[config.mk]
export PLATFORM = sky130hd
export DESIGN_NAME = rr_decode_arbiter
export DESIGN_NICKNAME = d
export VERILOG_FILES = /design/src/rtl/rr_decode_arbiter_pkg.sv /design/src/rtl/rr_decode_arbiter_decoder_4to16.sv /design/src/rtl/rr_decode_arbiter.sv
export SDC_FILE = /design/constraint.sdc
export NUM_CORES = 1
export LEC_CHECK = 0
export BUFFER_PORTS_ARGS = -buffer_cell sky130_fd_sc_hd__buf_2
export CORE_ASPECT_RATIO = 0.8
export CORE_MARGIN = 1.5
export CORE_UTILIZATION = 45
export CTS_BUF_LIST = sky130_fd_sc_hd__clkbuf_4 sky130_fd_sc_hd__clkbuf_8
export DETAILED_ROUTE_END_ITERATION = 16
export PLACE_DENSITY = 0.75
export SLEW_MARGIN = 20
export SYNTH_ARGS = -nofsm -noshare
export SYNTH_HDL_FRONTEND = slang
export SYNTH_SLANG_ARGS = --single-unit
[constraint.sdc]
create_clock -name Clk -period 11.15 [get_ports Clk]
set_clock_uncertainty 0.05 [all_clocks]
set_input_delay 2.23 -clock Clk [delete_from_list [all_inputs] [get_ports Clk]]
set_output_delay 2.23 -clock Clk [all_outputs]
set_load 0.02 [all_outputs]
[src/rtl/rr_decode_arbiter_pkg.sv]
// Shared types and default sizes for the round-robin decode arbiter.
package rr_decode_arbiter_pkg;

    typedef enum logic {
        IDLE = 1'b0,
        BUSY = 1'b1
    } state_e;

    localparam int unsigned SEL_W_DEF = 4;
    localparam int unsigned N_REQ_DEF = 16;
    // Hold counter width; must be wide enough to represent HOLD_MAX.
    localparam int unsigned CNT_W     = 8;

endpackage

[src/rtl/rr_decode_arbiter_decoder_4to16.sv]
// SEL_W-to-N_REQ one-hot decoder; all-zero output while disabled.
module decoder_4to16
    import rr_decode_arbiter_pkg::*;
#(
    parameter int unsigned SEL_W = SEL_W_DEF,
    parameter int unsigned N_REQ = N_REQ_DEF
) (
    input  logic [SEL_W-1:0] sel_i,
    input  logic             en_i,
    output logic [N_REQ-1:0] dec_o
);

    always_comb begin
        dec_o = '0;
        if (en_i) begin
            dec_o = N_REQ'(1) << sel_i;
        end
    end

endmodule

[src/rtl/rr_decode_arbiter.sv]
// Round-robin arbiter with one-hot decoded grant and 1-cycle grant latency.
// Optional forced release after HOLD_MAX busy cycles under RR_ARB_TIMEOUT_EN.
module rr_decode_arbiter
    import rr_decode_arbiter_pkg::*;
#(
    parameter int unsigned SEL_W    = SEL_W_DEF,
    parameter int unsigned N_REQ    = N_REQ_DEF,
    parameter int unsigned HOLD_MAX = 255
) (
    input  logic             Clk,
    input  logic             Rst,
    input  logic [N_REQ-1:0] Req,
    input  logic             Release,
    output logic [N_REQ-1:0] Grant,
    output logic [SEL_W-1:0] Grant_Idx,
    output logic             Grant_Valid,
    output logic             Timeout
);

    state_e           state_q, state_d;
    logic [SEL_W-1:0] idx_q, idx_d;
    logic [SEL_W-1:0] last_q, last_d;
    logic             valid_q, valid_d;
    logic             timeout_q, timeout_d;
    logic             hold_expired;

    logic [SEL_W-1:0] cand;
    logic [SEL_W-1:0] win_idx;
    logic             win_found;

`ifdef RR_ARB_TIMEOUT_EN
    logic [CNT_W-1:0] cnt_q, cnt_d;
    assign hold_expired = (cnt_q == CNT_W'(HOLD_MAX));
`else
    logic unused_hold_max;
    assign unused_hold_max = ^HOLD_MAX;
    assign hold_expired    = 1'b0;
`endif

    // First set request searching upward from last_q+1, wrapping modulo N_REQ.
    always_comb begin
        win_found = 1'b0;
        win_idx   = '0;
        cand      = '0;
        for (int i = 0; i < N_REQ; i++) begin
            cand = last_q + SEL_W'(1) + SEL_W'(i);
            if (!win_found && Req[cand]) begin
                win_found = 1'b1;
                win_idx   = cand;
            end
        end
    end

    always_comb begin
        state_d   = state_q;
        idx_d     = idx_q;
        last_d    = last_q;
        valid_d   = valid_q;
        timeout_d = 1'b0;
`ifdef RR_ARB_TIMEOUT_EN
        cnt_d     = cnt_q;
`endif
        unique case (state_q)
            IDLE: begin
                if (win_found) begin
                    state_d = BUSY;
                    idx_d   = win_idx;
                    last_d  = win_idx;
                    valid_d = 1'b1;
`ifdef RR_ARB_TIMEOUT_EN
                    cnt_d   = CNT_W'(1);
`endif
                end
            end
            BUSY: begin
                if (Release || hold_expired) begin
                    timeout_d = hold_expired && !Release;
                    if (win_found) begin
                        idx_d   = win_idx;
                        last_d  = win_idx;
`ifdef RR_ARB_TIMEOUT_EN
                        cnt_d   = CNT_W'(1);
`endif
                    end else begin
                        state_d = IDLE;
                        idx_d   = '0;
                        valid_d = 1'b0;
`ifdef RR_ARB_TIMEOUT_EN
                        cnt_d   = '0;
`endif
                    end
                end else begin
`ifdef RR_ARB_TIMEOUT_EN
                    cnt_d = cnt_q + CNT_W'(1);
`endif
                end
            end
            default: begin
                state_d = IDLE;
            end
        endcase
    end

    // Reset seeds last_q at N_REQ-1 so requester 0 has first priority.
    always_ff @(posedge Clk) begin
        if (Rst) begin
            state_q   <= IDLE;
            idx_q     <= '0;
            last_q    <= SEL_W'(N_REQ - 1);
            valid_q   <= 1'b0;
            timeout_q <= 1'b0;
`ifdef RR_ARB_TIMEOUT_EN
            cnt_q     <= '0;
`endif
        end else begin
            state_q   <= state_d;
            idx_q     <= idx_d;
            last_q    <= last_d;
            valid_q   <= valid_d;
            timeout_q <= timeout_d;
`ifdef RR_ARB_TIMEOUT_EN
            cnt_q     <= cnt_d;
`endif
        end
    end

    decoder_4to16 #(
        .SEL_W (SEL_W),
        .N_REQ (N_REQ)
    ) u_decoder (
        .sel_i (idx_q),
        .en_i  (valid_q),
        .dec_o (Grant)
    );

    assign Grant_Idx   = idx_q;
    assign Grant_Valid = valid_q;
    assign Timeout     = timeout_q;

endmodule

======== Yosys cells after proc, flatten, opt, wreduce, memory -nomap -nowiden ========
Cells that the tools add are included.
storage, ports and cells
  register bits after elaboration ......... 10
  input bits .............................. 19
  output and inout bits ................... 22
  logic and storage cells ................. 152
operators by class
  add/sub/neg operators ................... 16
  $lt $le $gt $ge ......................... 16
  equality and inequality tests ........... 3
  shifts and indexed selects .............. 1
  multiplexer cells ....................... 79
  bitwise logic cells ..................... 1
  reductions and logical operators ........ 32
operators by type and width
  operator                                                              number
  4-bit two-way mux                                                     21
  4-bit by 5-bit < comparator with 1-bit output, second input constant  16
  1-bit binary-select mux with 4-bit select                             16
  1-bit two-way mux                                                     37
  4-bit adder, second input constant                                    8
  4-bit by 3-bit adder with 4-bit output, second input constant         4
  16-bit two-way mux                                                    1
  4-bit one-hot mux with 2 select lines                                 2
  1-bit by 4-bit << shifter with 16-bit output, first input constant    1
  1-bit logical AND                                                     15
  1-bit logical NOT                                                     15
  4-bit by 1-bit adder with 4-bit output, second input constant         2
  4-bit by 2-bit adder with 4-bit output, second input constant         2
  2-bit inequality test, second input constant                          3
  1-bit one-hot mux with 2 select lines                                 2
  3-bit AND reduction                                                   1
  2-bit AND reduction                                                   1
  1-bit NOT                                                             1

======== Logic depth before layout (Yosys ltp) ========
  depth in word-level cells ............... 52
  depth in mapped cells ................... 19
  mapped depth without buffers ............ 12

======== Cells and area by module ========
Synthesis repeated with hierarchy kept, for this count alone.
unflattened totals
  cell total of the unflattened synthesis .. 418
  area total of the unflattened synthesis .. 3240.6 um^2
by module, submodules not included
  module             times used  cells each  area each (um^2)  seq. area each (um^2)
  rr_decode_arbiter  1           395         3120.5            200.2
  decoder_4to16      1           23          120.1             0.0

======== Worst setup path before layout ========
No wires, ideal clock.
  kind .................................... in2reg
  start point ............................. in Req[1]
  end point ............................... reg last_q[3]
  setup time .............................. 0.122 ns
  data arrival time ....................... 4.733 ns
  required time ........................... 10.978 ns
  setup slack ............................. 6.245 ns
  cell stages on the path ................. 10
  path buffers ............................ 0
  cells stage by stage .................... mux4_2 nand2_1 nand2_1 mux2_4 a211o_1 nor4_4 nand2_2 a211oi_1 a21oi_1 a221o_1
on the way
  cells in the longest elaborated chain, start to end .. 51
  elaborated cells on any way between the ends .. 97
  classes of those cells .................. mux: 67; reduce/logical: 30
RTL lines
  item                                                    line                                              RTL
  start, declared                                         rr_decode_arbiter.sv:12                           input logic [N_REQ-1:0] Req,
  1-bit binary-select mux with 4-bit select               rr_decode_arbiter.sv:47                           if (!win_found && Req[cand]) begin
  1-bit two-way mux (implied by the code)                 rr_decode_arbiter.sv:47
  1-bit two-way mux                                       rr_decode_arbiter.sv:47
  1-bit logical NOT                                       rr_decode_arbiter.sv:47
  1-bit logical AND                                       rr_decode_arbiter.sv:47
  1-bit two-way mux                                       rr_decode_arbiter.sv:47
  1-bit logical NOT                                       rr_decode_arbiter.sv:47
  1-bit logical AND                                       rr_decode_arbiter.sv:47
  [35 not listed]                                         n/a
  1-bit logical AND                                       rr_decode_arbiter.sv:47
  1-bit two-way mux                                       rr_decode_arbiter.sv:47
  1-bit logical NOT                                       rr_decode_arbiter.sv:47
  1-bit logical AND                                       rr_decode_arbiter.sv:47
  4-bit two-way mux or 1-bit two-way mux (tied branches)  rr_decode_arbiter.sv:47
  4-bit two-way mux *                                     rr_decode_arbiter.sv:65, rr_decode_arbiter.sv:78
  4-bit two-way mux                                       rr_decode_arbiter.sv:76                           if (Release || hold_expired) begin
  4-bit one-hot mux with 2 select lines *                 rr_decode_arbiter.sv:63                           unique case (state_q)
  end signal, assigned                                    rr_decode_arbiter.sv:109                          last_q <= SEL_W'(N_REQ - 1);
  end signal, assigned                                    rr_decode_arbiter.sv:118                          last_q <= last_d;
  end, declared                                           rr_decode_arbiter.sv:22                           logic [SEL_W-1:0] last_q, last_d;
Mark *: on every way between the ends. The rest lies on a longest branch, timed or not. The select of a mux whose other input is x is not followed.
A chain may end at the register's enable or synchronous reset.

======== Worst setup path after layout ========
  start point ............................. reg last_q[0]
  end point ............................... reg last_q[2]
on the way
  cells in the longest elaborated chain, start to end .. 52
  elaborated cells on any way between the ends .. 113
  classes of those cells .................. add/sub: 16; mux: 67; reduce/logical: 30
RTL lines
  item                                                                                             line                                              RTL
  4-bit by 1-bit adder with 4-bit output *                                                         rr_decode_arbiter.sv:46                           cand = last_q + SEL_W'(1) + SEL_W'(i);
  parallel branches: the longest is 48 deep, another holds 4-bit by 1-bit adder with 4-bit output  n/a
  4-bit two-way mux *                                                                              rr_decode_arbiter.sv:65, rr_decode_arbiter.sv:78
  4-bit two-way mux                                                                                rr_decode_arbiter.sv:76
  4-bit one-hot mux with 2 select lines *                                                          rr_decode_arbiter.sv:63
Mark *: on every way between the ends. The select of a mux whose other input is x is not followed.

==> out/summary.txt <==
area leader, netlist - mux4_2
Core ar. - 0.006539 sq mm
# DRC - 0
CP Class - flip-flop to flip-flop
postcts setup bufs - 0
Ant. Diodes - 0
Area Growth Syn to Fin - 8.676%
num ports - 41
number of gates resized after CTS - 0
Hold WC Path Type - flip-flop to flip-flop
CTS tree - yes
WL/cell - 19.61 microns
cell with the most instances after synthesis - nor2_1
Ys Warns - 0
status - completed
pins over their slew limit - 0
largest net degree at the start of global routing - 37
DP Wirelength - 8.012 mm
clk root buf - clkbuf_8
setup tns final - 0 ps
Clock Path Buffers - 2
vias after detailed routing - 3499
initial antenna violation count - 0
Rows - 26
DRT Pass-1 Iters - 5
H-tree depth reported by CTS - 1
Final nets - 457
Tcrit/Tclk final - 49.71%
Post-synth ARST share - 0%
number of enable flip-flop cells after synthesis - 0
final hold vios - 0
Worst-Margin Slew - 919.2 ps
Final min period - 5542 ps
Vias/cell - 6.755
final RePlAce weighted congestion - 0.9881
final setup violation count - 0
number of DRC markers in iteration 0 - 352
Post-synth top flop - dfxtp_1
RSZ-0062 raised after global routing - false
post-synth top area share - 13.80%
vias in the first global route - 3031
Synth Net Count - 432
GR met3 Demand/Resource - 4.266%
Max Cap Viol - 0
Hold Path Stages - 2
first-pass GRT wire length - 16.22 mm
Util after Layout - 51.53%
initial core utilization - 47.42%
met2 GRT Util - 40.92%
relative slew slack - 36.97%
Post-Place Cells - 515
Die ar. - 0.007400 sq mm
top post-synthesis cells by area - mux4_2, mux2i_1, dfxtp_1
clock sink total - 10
count of cell types in the netlist - 71
Commonest cells post-synth - nor2_1, nand2_1, o21ai_0
CTS hold repair buffers - 0
CTS buffer count - 3
Req. time, crit path - 11190 ps
PortBufs - 39
layout cells sized above 1 - 22.81%
fillcell total - 627
cell count of the worst reg-to-reg path - 12
Worst-path clk slew - 40 ps
Worst setup SP type - flip-flop
largest fanout on the critical path - 36
Final ANT Viol Nets - 0
final instance area - 0.003369 sq mm
chip height - 77.24 microns
synthesis-stage register bit count - 10
Mean Syn Cell Area - 7.544 sq um
sequential area share after synthesis - 6.457%
Mapped Area - 0.003100 sq mm
Max Fclk - 180.4 MHz
Congestion Overflow GR - 0
GR Layer Usage met1 - 43.10%
Routed Wire Length - 10.16 mm
overall global routing resource usage - 28.09%
final cell count without fillers - 518
grt peak-use layer - met1
Crit. End Element - flip-flop
Skew-Pair Late Insertion Delay - 230 ps
cell count after synthesis - 411
Die Width - 95.81 microns
placed inst area - 0.003328 sq mm
Arr. time, crit path - 5580 ps
==> worst max-delay path: stages (launching register included) <==
cell      delay, ps
dfxtp_1         300
buf_4           410
inv_1           380
ha_1            660
buf_4           470
mux4_2          660
mux2_2          330
mux2i_1         730
nor2b_1         530
nand2_2         210
nand4b_1        230
a31oi_1         260
o21ai_0         150
==> layer usage <==
| layer | up-vias | routed length [microns] |
|---|---|---|
| met1 | 1659 | 4636 |
| li1 | 1623 | - |
| met3 | 20 | 892 |
| met5 | - | 0 |
| met2 | 197 | 4446 |
| met4 | 0 | 183 |
==> cell usage in the layout, fill, tap and decap left out, drive strengths merged, types with 6 or more instances in the layout <==
| cell type | n |
|---|---|
| dfxtp | 10 |
| nand3 | 12 |
| nor2 | 47 |
| o21ai | 32 |
| xnor2 | 8 |
| mux2i | 27 |
| a211oi | 7 |
| inv | 10 |
| mux2 | 16 |
| nand2b | 13 |
| and2 | 6 |
| mux4 | 19 |
| a21oi | 26 |
| o211ai | 8 |
| nand2 | 42 |
| nor3 | 10 |
| buf | 45 |
==> final cells by class <==
cell class	count	area [sq um]	share of cell area, %
clock buffer	3	41.29	1.225
inverter	11	41.29	1.225
multi-input combinational	365	2741	81.36
sequential	10	200.2	5.941
tap	84	105.1	3.119
timing repair buffer	45	240.2	7.130
==> flip-flops by register name, summed over array words and instances (netlist names) <==
signal,flops
Grant_Idx,4
state_q,1
Grant_Valid,1
last_q,4
==> per-stage QoR <==
stage / hold slack [ps] / worst slack (ps)
after CTS: 464.4 / 5732
after floorplan: 509.1 / 6245
after detailed placement: 457.1 / 5720
final: 469.1 / 5608
after global placement: 452.7 / 5760
after global routing: 500.9 / 5318
==> path summary, 6_finish.rpt <==
check / endpoint / slack, ps / startpoint
setup reg to reg: last_q[2]$_SDFFE_PP1P_ / 5610 / last_q[0]$_SDFFE_PP1P_
hold reg to reg: Grant_Idx[2]$_SDFFE_PP0P_ / 470 / Grant_Idx[2]$_SDFFE_PP0P_
setup / recovery: last_q[2]$_SDFFE_PP1P_ / 5610 / last_q[0]$_SDFFE_PP1P_
hold / removal: Grant_Idx[2]$_SDFFE_PP0P_ / 470 / Grant_Idx[2]$_SDFFE_PP0P_
==> cell families (layout without fill, tap and decap cells) <==
family / count (synthesis) / in the layout / synth area share, %
flip-flops: 10 / 10 / 6.457
multiplexers: 62 / 62 / 28.45
adder cells (fa/ha/maj): 2 / 2 / 0.8070
AO/OA/AOI/OAI: 125 / 125 / 27.32
buffers and inverters: 36 / 59 / 5.125
XOR/XNOR: 10 / 10 / 4.842
AND/OR/NAND/NOR: 165 / 165 / 26.88
other: 1 / 1 / 0.1209
Power is left out: the tool's default activity adds up to more than one toggle a clock period on the data nets, which glitch-free logic cannot reach.
